===== src/rtl/vga_scan_engine_if.sv =====
// Image-memory read port of the VGA scan engine.
//   addr_imgmem : framebuffer read address, driven by the scan engine
//   q_imgmem    : pixel {B,G,R} returned by the memory RD_LAT clocks later
// master = scan engine side, slave = image memory side.
interface vga_scan_engine_if #(
    parameter int ADDR_W = 20
);
    logic [ADDR_W-1:0] addr_imgmem;
    logic [23:0]       q_imgmem;

    modport master (output addr_imgmem, input  q_imgmem);
    modport slave  (input  addr_imgmem, output q_imgmem);
endinterface


===== src/rtl/vga_scan_engine.sv =====
// vga_scan_engine: parametrised VGA timing generator and framebuffer address
// sequencer. Sync/blank/region flags are pipelined so that they line up with
// the image-memory read data; every visible output appears RD_LAT+1 clocks
// after the scan position that produced it.
//
// Ports:
//   iVGA_CLK   pixel clock (rising edge)
//   iRST       synchronous active-high reset
//   mem        image-memory read port (addr_imgmem out, q_imgmem in)
//   iTEST      colour-bar test pattern select
//   oHS / oVS  sync outputs, active level HS_POL / VS_POL
//   oBLANK_n   high during visible pixels
//   b/g/r_data pixel colour, 0 while blanked
//   oFRAME     one-clock pulse at hcnt = 0, vcnt = V_ACTIVE (undelayed)
//
// Optional feature: define VGA_SCAN_TESTPATTERN_EN to build the colour-bar
// generator. Without it iTEST is ignored and no bar logic exists.
module vga_scan_engine #(
    parameter int          H_ACTIVE    = 640,
    parameter int          H_FP        = 16,
    parameter int          H_SYNC      = 96,
    parameter int          H_BP        = 48,
    parameter int          V_ACTIVE    = 480,
    parameter int          V_FP        = 10,
    parameter int          V_SYNC      = 2,
    parameter int          V_BP        = 33,
    parameter int          HS_POL      = 0,
    parameter int          VS_POL      = 0,
    parameter int          SCALE_SHIFT = 0,
    parameter int          FB_W        = 640,
    parameter int          FB_H        = 480,
    parameter int          ADDR_W      = 20,
    parameter int          RD_LAT      = 1,
    parameter logic [23:0] BORDER_BGR  = 24'h000000
) (
    input  logic                     iVGA_CLK,
    input  logic                     iRST,
    vga_scan_engine_if.master        mem,
    input  logic                     iTEST,
    output logic                     oHS,
    output logic                     oVS,
    output logic                     oBLANK_n,
    output logic [7:0]               b_data,
    output logic [7:0]               g_data,
    output logic [7:0]               r_data,
    output logic                     oFRAME
);

    localparam int H_TOTAL = H_ACTIVE + H_FP + H_SYNC + H_BP;
    localparam int V_TOTAL = V_ACTIVE + V_FP + V_SYNC + V_BP;
    // One spare bit so the clamped framebuffer limits below always fit.
    localparam int HW = $clog2(H_TOTAL) + 1;
    localparam int VW = $clog2(V_TOTAL) + 1;
    localparam int SW = (SCALE_SHIFT > 0) ? SCALE_SHIFT : 1;

    localparam logic [HW-1:0] H_LAST   = HW'(H_TOTAL - 1);
    localparam logic [HW-1:0] H_ACT_L  = HW'(H_ACTIVE);
    localparam logic [HW-1:0] HS_START = HW'(H_ACTIVE + H_FP);
    localparam logic [HW-1:0] HS_END   = HW'(H_ACTIVE + H_FP + H_SYNC);
    localparam logic [VW-1:0] V_LAST   = VW'(V_TOTAL - 1);
    localparam logic [VW-1:0] V_ACT_L  = VW'(V_ACTIVE);
    localparam logic [VW-1:0] VS_START = VW'(V_ACTIVE + V_FP);
    localparam logic [VW-1:0] VS_END   = VW'(V_ACTIVE + V_FP + V_SYNC);
    localparam logic [SW-1:0] SUB_LAST = SW'((1 << SCALE_SHIFT) - 1);
    // A framebuffer wider/taller than the scan never clips.
    localparam logic [HW-1:0] FBW_L    = HW'((FB_W < H_TOTAL) ? FB_W : H_TOTAL);
    localparam logic [VW-1:0] FBH_L    = VW'((FB_H < V_TOTAL) ? FB_H : V_TOTAL);
    localparam logic [ADDR_W-1:0] FB_W_A = ADDR_W'(FB_W);
    localparam logic HS_ACT = 1'(HS_POL);
    localparam logic VS_ACT = 1'(VS_POL);

    typedef struct packed {
        logic hs;
        logic vs;
        logic vis;
        logic inreg;
`ifdef VGA_SCAN_TESTPATTERN_EN
        logic [2:0] bar;
`endif
    } flags_t;

    // Stage-0 scan state
    logic [HW-1:0]     hcnt, hcnt_n;
    logic [VW-1:0]     vcnt, vcnt_n;
    logic [SW-1:0]     hsub, hsub_n, vsub, vsub_n;
    logic [HW-1:0]     fx, fx_n;
    logic [VW-1:0]     fy, fy_n;
    logic [ADDR_W-1:0] row_base, row_base_n;
    logic [ADDR_W-1:0] addr_q, addr_n;
    logic              frame_q;
    logic              h_wrap, v_wrap, in_region_n;

    flags_t            flags_s0;
    flags_t            dl [RD_LAT];
    flags_t            flags_d;

    logic              hs_q, vs_q, blank_n_q;
    logic [23:0]       rgb_q, pix_n;

    // Next scan position and the address that goes with it. Everything
    // is derived from the next position so addr_imgmem is registered
    // together with the counters and never shows an intermediate value.
    always_comb begin
        h_wrap     = (hcnt == H_LAST);
        v_wrap     = (vcnt == V_LAST);
        hcnt_n     = hcnt + HW'(1);
        hsub_n     = hsub + SW'(1);
        fx_n       = fx;
        vcnt_n     = vcnt;
        vsub_n     = vsub;
        fy_n       = fy;
        row_base_n = row_base;
        if (hsub == SUB_LAST) begin
            hsub_n = '0;
            fx_n   = fx + HW'(1);
        end
        if (h_wrap) begin
            hcnt_n = '0;
            hsub_n = '0;
            fx_n   = '0;
            vcnt_n = vcnt + VW'(1);
            vsub_n = vsub + SW'(1);
            if (vsub == SUB_LAST) begin
                vsub_n     = '0;
                fy_n       = fy + VW'(1);
                row_base_n = row_base + FB_W_A;
            end
            if (v_wrap) begin
                vcnt_n     = '0;
                vsub_n     = '0;
                fy_n       = '0;
                row_base_n = '0;
            end
        end
        in_region_n = (hcnt_n < H_ACT_L) && (vcnt_n < V_ACT_L) &&
                      (fx_n < FBW_L) && (fy_n < FBH_L);
        if (in_region_n)
            addr_n = row_base_n + ADDR_W'(fx_n);
        else if (vcnt_n >= V_ACT_L)
            addr_n = '0;
        else
            addr_n = addr_q;
    end

    always_ff @(posedge iVGA_CLK) begin
        if (iRST) begin
            hcnt     <= '0;
            vcnt     <= '0;
            hsub     <= '0;
            vsub     <= '0;
            fx       <= '0;
            fy       <= '0;
            row_base <= '0;
            addr_q   <= '0;
            frame_q  <= 1'b0;
        end else begin
            hcnt     <= hcnt_n;
            vcnt     <= vcnt_n;
            hsub     <= hsub_n;
            vsub     <= vsub_n;
            fx       <= fx_n;
            fy       <= fy_n;
            row_base <= row_base_n;
            addr_q   <= addr_n;
            frame_q  <= (hcnt_n == '0) && (vcnt_n == V_ACT_L);
        end
    end

    assign mem.addr_imgmem = addr_q;
    assign oFRAME          = frame_q;

    // Flags describing the current (stage-0) position.
    always_comb begin
        flags_s0       = '0;
        flags_s0.hs    = (hcnt >= HS_START) && (hcnt < HS_END);
        flags_s0.vs    = (vcnt >= VS_START) && (vcnt < VS_END);
        flags_s0.vis   = (hcnt < H_ACT_L) && (vcnt < V_ACT_L);
        flags_s0.inreg = flags_s0.vis && (fx < FBW_L) && (fy < FBH_L);
`ifdef VGA_SCAN_TESTPATTERN_EN
        // bar = floor(hcnt*8/H_ACTIVE) as a ladder of constant thresholds.
        for (int i = 1; i < 8; i++) begin
            if (32'(hcnt) * 8 >= i * H_ACTIVE)
                flags_s0.bar = 3'(i);
        end
`endif
    end

    // RD_LAT-deep delay line; cleared entries read as blanked, sync inactive.
    always_ff @(posedge iVGA_CLK) begin
        if (iRST) begin
            for (int i = 0; i < RD_LAT; i++)
                dl[i] <= '0;
        end else begin
            dl[0] <= flags_s0;
            for (int i = 1; i < RD_LAT; i++)
                dl[i] <= dl[i-1];
        end
    end

    assign flags_d = dl[RD_LAT-1];

    always_comb begin
        pix_n = '0;
        if (flags_d.vis) begin
            if (flags_d.inreg)
                pix_n = mem.q_imgmem;
            else
                pix_n = BORDER_BGR;
`ifdef VGA_SCAN_TESTPATTERN_EN
            if (iTEST)
                pix_n = {{8{flags_d.bar[2]}}, {8{flags_d.bar[1]}}, {8{flags_d.bar[0]}}};
`endif
        end
    end

`ifndef VGA_SCAN_TESTPATTERN_EN
    logic unused_test;
    assign unused_test = iTEST;
`endif

    always_ff @(posedge iVGA_CLK) begin
        if (iRST) begin
            hs_q      <= ~HS_ACT;
            vs_q      <= ~VS_ACT;
            blank_n_q <= 1'b0;
            rgb_q     <= '0;
        end else begin
            hs_q      <= flags_d.hs ? HS_ACT : ~HS_ACT;
            vs_q      <= flags_d.vs ? VS_ACT : ~VS_ACT;
            blank_n_q <= flags_d.vis;
            rgb_q     <= pix_n;
        end
    end

    assign oHS      = hs_q;
    assign oVS      = vs_q;
    assign oBLANK_n = blank_n_q;
    assign b_data   = rgb_q[23:16];
    assign g_data   = rgb_q[15:8];
    assign r_data   = rgb_q[7:0];

endmodule


===== src/flat_wrapper.sv =====
// flat-port wrapper written by rule: the top's interface ports become plain ports
module vga_scan_engine_flat 
#(
    parameter int          H_ACTIVE    = 640,
    parameter int          H_FP        = 16,
    parameter int          H_SYNC      = 96,
    parameter int          H_BP        = 48,
    parameter int          V_ACTIVE    = 480,
    parameter int          V_FP        = 10,
    parameter int          V_SYNC      = 2,
    parameter int          V_BP        = 33,
    parameter int          HS_POL      = 0,
    parameter int          VS_POL      = 0,
    parameter int          SCALE_SHIFT = 0,
    parameter int          FB_W        = 640,
    parameter int          FB_H        = 480,
    parameter int          ADDR_W      = 20,
    parameter int          RD_LAT      = 1,
    parameter logic [23:0] BORDER_BGR  = 24'h000000
)
  (iVGA_CLK, iRST, iTEST, oHS, oVS, oBLANK_n, b_data, g_data, r_data, oFRAME, mem_addr_imgmem, mem_q_imgmem);
  vga_scan_engine_if #(.ADDR_W(ADDR_W)) mem_i ();
  input  logic iVGA_CLK;
  input  logic iRST;
  input  logic iTEST;
  output logic oHS;
  output logic oVS;
  output logic oBLANK_n;
  output logic [7:0] b_data;
  output logic [7:0] g_data;
  output logic [7:0] r_data;
  output logic oFRAME;
  output wire logic [$bits(mem_i.addr_imgmem)-1:0] mem_addr_imgmem;
  input wire logic [$bits(mem_i.q_imgmem)-1:0] mem_q_imgmem;
  assign mem_addr_imgmem = mem_i.addr_imgmem;
  assign mem_i.q_imgmem = mem_q_imgmem;
  vga_scan_engine #(.H_ACTIVE(H_ACTIVE), .H_FP(H_FP), .H_SYNC(H_SYNC), .H_BP(H_BP), .V_ACTIVE(V_ACTIVE), .V_FP(V_FP), .V_SYNC(V_SYNC), .V_BP(V_BP), .HS_POL(HS_POL), .VS_POL(VS_POL), .SCALE_SHIFT(SCALE_SHIFT), .FB_W(FB_W), .FB_H(FB_H), .ADDR_W(ADDR_W), .RD_LAT(RD_LAT), .BORDER_BGR(BORDER_BGR)) u_core (.iVGA_CLK(iVGA_CLK), .iRST(iRST), .mem(mem_i), .iTEST(iTEST), .oHS(oHS), .oVS(oVS), .oBLANK_n(oBLANK_n), .b_data(b_data), .g_data(g_data), .r_data(r_data), .oFRAME(oFRAME));
endmodule

===== config.mk =====
export PLATFORM = sky130hd
export DESIGN_NAME = vga_scan_engine_flat
export DESIGN_NICKNAME = d
export VERILOG_FILES = /design/src/rtl/vga_scan_engine_if.sv /design/src/rtl/vga_scan_engine.sv /design/src/flat_wrapper.sv
export SDC_FILE = /design/constraint.sdc
export NUM_CORES = 1
export LEC_CHECK = 0
export ABC_AREA = 1
export CORE_UTILIZATION = 50
export DETAILED_ROUTE_END_ITERATION = 12
export PLACE_DENSITY_LB_ADDON = 0.15
export SLEW_MARGIN = 20
export SYNTH_ARGS = -nofsm -noshare
export SYNTH_HDL_FRONTEND = slang
export SYNTH_SLANG_ARGS = --single-unit

===== constraint.sdc =====
create_clock -name iVGA_CLK -period 3.4 [get_ports iVGA_CLK]
set_input_delay 0.51 -clock iVGA_CLK [delete_from_list [all_inputs] [get_ports iVGA_CLK]]
set_output_delay 0.51 -clock iVGA_CLK [all_outputs]
set_load 0.01 [all_outputs]

## Word level (Yosys, flattened, before mapping)

Memory sizes are Yosys's and may differ from the RTL's.
Index checks and enable logic that the tools add are counted.

- Flip-flop bits (word level): 114
- Bits in latches: 0
- Bits in writable memories: 4
- Bits in read-only memories: 0
- Input bits: 27
- Output and inout bits: 48
- Word-level logic and storage cells: 77
- Memories kept: 1

- $add $sub $neg: 8
- Multipliers: 0
- Divide/modulo/power cells: 0
- $lt $le $gt $ge: 13
- Eq/ne operators: 3
- Shift-type cells: 0
- Muxes and demuxes: 22
- Bitwise logic cells: 3
- Reductions and logical operators: 14

Memory list:

| name | words | bits a word | read ports | clocked after memory_dff | write ports | line | RTL |
|---|---|---|---|---|---|---|---|
| u_core.dl | 1 | 4 | 1 | 0 | 1 | vga_scan_engine.sv:94 | `flags_t dl [RD_LAT];` |

Operators by type and width:

| kind | number |
|---|---|
| 20-bit two-way mux | 5 |
| 11-bit two-way mux | 8 |
| 11-bit by 10-bit < comparator with 1-bit output (second input constant) | 5 |
| 11-bit by 9-bit < comparator with 1-bit output (second input constant) | 5 |
| 11-bit by 1-bit adder with 11-bit output (second input constant) | 4 |
| 11-bit by 10-bit == test with 1-bit output (second input constant) | 2 |
| 11-bit by 9-bit greater-or-equal comparator with 1-bit output (second input constant) | 2 |
| 20-bit by 10-bit adder with 20-bit output (second input constant) | 1 |
| 20-bit by 11-bit adder with 20-bit output | 1 |
| 11-bit by 9-bit == test with 1-bit output (second input constant) | 1 |
| 11-bit by 10-bit greater-or-equal comparator with 1-bit output (second input constant) | 1 |
| 11-bit logical NOT | 1 |
| 1-bit logical AND | 9 |
| 1-bit two-way mux | 8 |
| 3-bit OR reduction | 2 |
| 4-bit two-way mux | 1 |
| 4-bit OR reduction | 1 |
| 1-bit NOT | 3 |
| 1-bit adder (second input constant) | 2 |
| 2-bit nonzero test | 1 |

## Longest topological paths before layout

- Depth after elaboration: 8
- Gate-level depth with buffers: 21
- Mapped depth without buffers: 20

## Worst setup path before layout

OpenSTA, ideal clock, no wires.

- Kind: register -> register
- Start point: reg u_core.hcnt[0]
- End point: reg u_core.addr_q[19], in the netlist u_core.mem.addr_imgmem[19]
- Library setup time: 0.068 ns
- Data arrival time: 3.030 ns
- Data required time: 3.332 ns
- Path slack: 0.302 ns
- Stages on the path, launching flop included: 19
- Path buffers: 1
- Clock period less this slack: 3.098 ns
- Cell sequence: dfxtp_1 -> ha_1 -> nand3_1 -> nor2_1 -> nand2_2 -> nor2_2 -> clkbuf_1 -> nor2_1 -> ha_1 -> nand2_1 -> o21ai_0 -> nand2_1 -> o2111ai_1 -> nand3_1 -> nor2_1 -> nand3_1 -> nand2_1 -> nand3_2 -> a21oi_2

- Elaborated cells on any way between the ends: 18
- Those cells by class: 2 x add/sub; 5 x order compare; 1 x eq/ne; 6 x mux; 4 x reduce/logical

RTL lines:

| item | line | RTL |
|---|---|---|
| start, declared | vga_scan_engine.sv:83 | `logic [HW-1:0] hcnt, hcnt_n;` |
| start signal, assigned | vga_scan_engine.sv:157 | `hcnt <= hcnt_n;` |
| 11-bit by 10-bit == test with 1-bit output | vga_scan_engine.sv:104 | `h_wrap = (hcnt == H_LAST);` |
| 20-bit two-way mux | vga_scan_engine.sv:117 | `if (h_wrap) begin` |
| via u_core.row_base_n[6] | vga_scan_engine.sv:88 | `logic [ADDR_W-1:0] row_base, row_base_n;` |
| 20-bit by 11-bit adder with 20-bit output | vga_scan_engine.sv:138 | `addr_n = row_base_n + ADDR_W'(fx_n);` |
| 20-bit two-way mux | vga_scan_engine.sv:137 | `if (in_region_n)` |
| end signal, assigned | vga_scan_engine.sv:164 | `addr_q <= addr_n;` |
| end, declared | vga_scan_engine.sv:89 | `logic [ADDR_W-1:0] addr_q, addr_n;` |

The timed path passes the listed nets, and every way through them passes these cells.
A chain may end at the register's enable or synchronous reset.

## Worst setup path after layout

- Start point: reg u_core.hcnt[1]
- End point: reg u_core.addr_q[13], in the netlist u_core.mem.addr_imgmem[13]

The elaborated chain is that of the path after synthesis.

==> qor.yml <==
finish:
  drive_gt1_frac: 0.1110
  design_area_um2: 7965
  layout_common_cells: "193 x nand2_1, 171 x nor2_1, 124 x inv_1"
  fin_cells: 1213
  final_common_cell: "nand2_1"
  area_growth_pct: 25.31
  fillerInstances: 1142
  fin_nets: 1078
  num_antenna_cells: 0
cts:
  cts_root_buffer: "clkbuf_16"
  cts_sinks: 117
  postCtsHoldBufs: 0
  clk_latency_ps: 420
  cts_tree: "built"
  cts_buffers: 17
  path_clk_slew_ps: 60
  h-tree-depth: 4
  clk_path_buf_depth: 2
worst_setup_path:
  crit_arrival_ps: 3370
  rr_worst_depth: 18
  endpoint_kind: "register"
  crit_path_max_fanout: 13
  path_class: "register to register"
  reg2reg_from: "u_core.hcnt[1]"
  crit_start: "u_core.hcnt[1]"
  crit-reg2reg-capture: "u_core.mem.addr_imgmem[13]"
  endpoint: "u_core.mem.addr_imgmem[13]"
  rrSetupSlack_ps: 310
  critPathRequiredTime_ps: 3680
  crit_path_start_kind: "register"
global_route:
  grt_pass1_wl_mm: 25.93
  grt_antenna_before_repair: 0
  grt_max_degree: 64
  grt_pass1_vias: 5689
  grt_util_all_layers: 0.2514
  grt-ovfl-total: 0
floorplanning:
  die_height_um: 114.8
  ios: 75
  coreArea_um2: 12210
  dieWidth_um: 114.8
  fp.dieArea_um2: 13170
  rows: 40
  initial_utilization: 0.5205
yosys:
  postSynthCellCount: 944
  yosysTopAreaCellShare: 0.3685
  synth_edf_count: 0
  avgSynthCellArea_um2: 6.733
  synthArstFlopShare: 0
  muxShareOfSynthArea: 0.001575
  synthesis.nets: 990
  synth_adder_area_share: 0.03858
  synth_top_family_by_area: "simple AND/OR/NAND/NOR gates"
  syn-cell-area_um2: 6356
  synth_cell_types: 49
  synth_compound_area_frac: 0.06811
  ys_top_cells_by_area: "dfxtp_1 37%, nand2_1 11%, nor2_1 10%"
  synthXorXnorAreaFrac: 0.03307
  synth_ff_type: "dfxtp_1"
  synth-simple-area-share: 0.3860
  ys_seq_elements: 117
  ys_seq_area_frac: 0.3685
  yosysTopAreaCell: "dfxtp_1"
  yosys_warnings: 0
timing:
  worst_slew_pin_slew_ps: 803.9
  timing.fmax_mhz: 323.3
  timing.hold.ws_ps: 346.6
  drv_slew: 0
  slew_headroom: 0.4628
  rsz0062_at_grt: "no"
  finalCritPeriodShare: 0.9098
  hold_viol_final: 0
  clock_skew_ps: 8.233
  setup_viol: 0
  fin_tns_setup_ps: 0
  fin_crit_ps: 3093
route:
  drt_iter0_drc: 441
  viasPerCell: 5.050
  drt-wirelength-per-cell_um: 12.68
  routed_wl_mm: 15.38
  route.detailed.drc: 0
  ant_nets: 0
  vias: 6126
  first_pass_iters: 5
worst_hold_path:
  hold_path.class: "input pin to register"
run:
  max_cap_violations: 0
place:
  port_buffers: 73
  dpl_cell_area_um2: 7321
  hpwl_mm: 10.83
  dp.cells: 1181
  gp_congestion: 0.8655
run_status:
  status: "finished clean"
pwr:
  ir_drop_v: 0.0004241
  leakagePower_nw: 3.512
  power_density_nw_per_um2: 422.9
==> area by class of cell <==
class	instances	area, um2	share of cell area
well taps	168	210.2	0.02639
repair buffers	94	899.6	0.1129
clock buffers	23	478.0	0.06001
flip-flops and latches	117	2342	0.2941
multi-input cells	665	3393	0.4260
inverters	137	516.7	0.06488
clock inverters	9	125.1	0.01571
==> synth_stat cells (2+ instances only) <==
master    count
clkinv_1      2
nor4_1        5
o21ai_1       7
inv_1       124
nand2_1     194
inv_2        10
nor3_1       17
a21oi_1      27
nor2_1      175
ha_1         18
buf_2         8
xor2_1       18
nor2_8        2
and3_1        2
buf_1         2
o21ai_0      18
buf_6         3
nand4_1      27
nand3_1      88
nand2_2      10
dfxtp_1     117
clkbuf_1     10
a31oi_1       2
a21oi_2      11
xnor2_1       6
nor2_2       10
and2_1        2
nand3_2       8
==> flip-flops by register name (all words and copies together), names as in the netlist <==
register	cells
u_core.vcnt	11
u_core.row_base	20
u_core.dl	4
u_core.hsub	1
u_core.oBLANK_n	1
u_core.fy	11
u_core.oHS	1
u_core.oFRAME	1
u_core.mem.addr_imgmem	20
u_core.oVS	1
u_core.hcnt	11
u_core.fx	11
u_core.rgb_q	24
==> worst min-delay path by stage <==
| stage | cells past startpoint | endpoint | startpoint |
|---|---|---|---|
| floorplan | 1 | u_core.oHS | u_core.dl[0][3] |
| global placement | 1 | u_core.oHS | u_core.dl[0][3] |
| detailed placement | 1 | u_core.oHS | u_core.dl[0][3] |
| CTS | 2 | u_core.oBLANK_n | iRST |
| global route | 2 | u_core.oBLANK_n | iRST |
| finish | 2 | u_core.oBLANK_n | iRST |
==> report_power, final <==
group | total [mW] | internal [mW] | switching, mW
Combinational | 0.137 | 0.0682 | 0.0685
Sequential | 1.40 | 1.39 | 0.0111
Clock | 1.83 | 1.20 | 0.624
==> critical path, stage by stage (launching register included) <==
cell	delay [ps]
dfxtp_1	360
ha_1	220
nand3_1	130
nor2_2	180
nand2_4	140
nor2_2	180
buf_12	150
nor2_1	50
ha_1	340
a21oi_2	200
nand2_1	110
nand3_1	100
o2111ai_2	180
nand3_2	160
buf_4	130
xor2_1	150
inv_1	60
nand2_2	70
a21oi_2	50
==> cells by family (layout without fill, tap and decap cells) <==
family	count (synthesis)	count (layout)
other	1	1
DFF	117	117
buffers and inverters	162	263
and+or+nand+nor	547	547
xor gates and xnor gates	24	24
muxes	1	1
adders and majority gates	19	19
AOI/OAI and AO/OA	73	73
==> stage by stage <==
step | utilization | worst slack (ps) | power [mW]
after detailed placement | 0.5995 | 54.28 | 1.569
final | 0.6523 | 306.7 | 3.369
after global routing | 0.6523 | 8.442 | 3.465
after global placement | 0.5995 | 183.5 | 1.566
after floorplan | - | 302.0 | 1.499
after CTS | 0.6489 | 29.43 | 3.399
==> what timing repair did <==
action	in CTS	in global routing
setup endpoints to repair	0	12
gates resized for setup	0	12
buffers inserted	0	0
hold endpoints to repair	0	0
==> per-layer routing <==
layer | global-route usage | wire length, um | up-vias
li1 | - | - | 3174
met1 | 0.3295 | 7224 | 2745
met5 | 0 | 0 | -
met2 | 0.4077 | 6927 | 184
met4 | 0.09870 | 310 | 0
met3 | 0.05166 | 916 | 23
No activity file was read; power rests on OpenSTA's default activity.
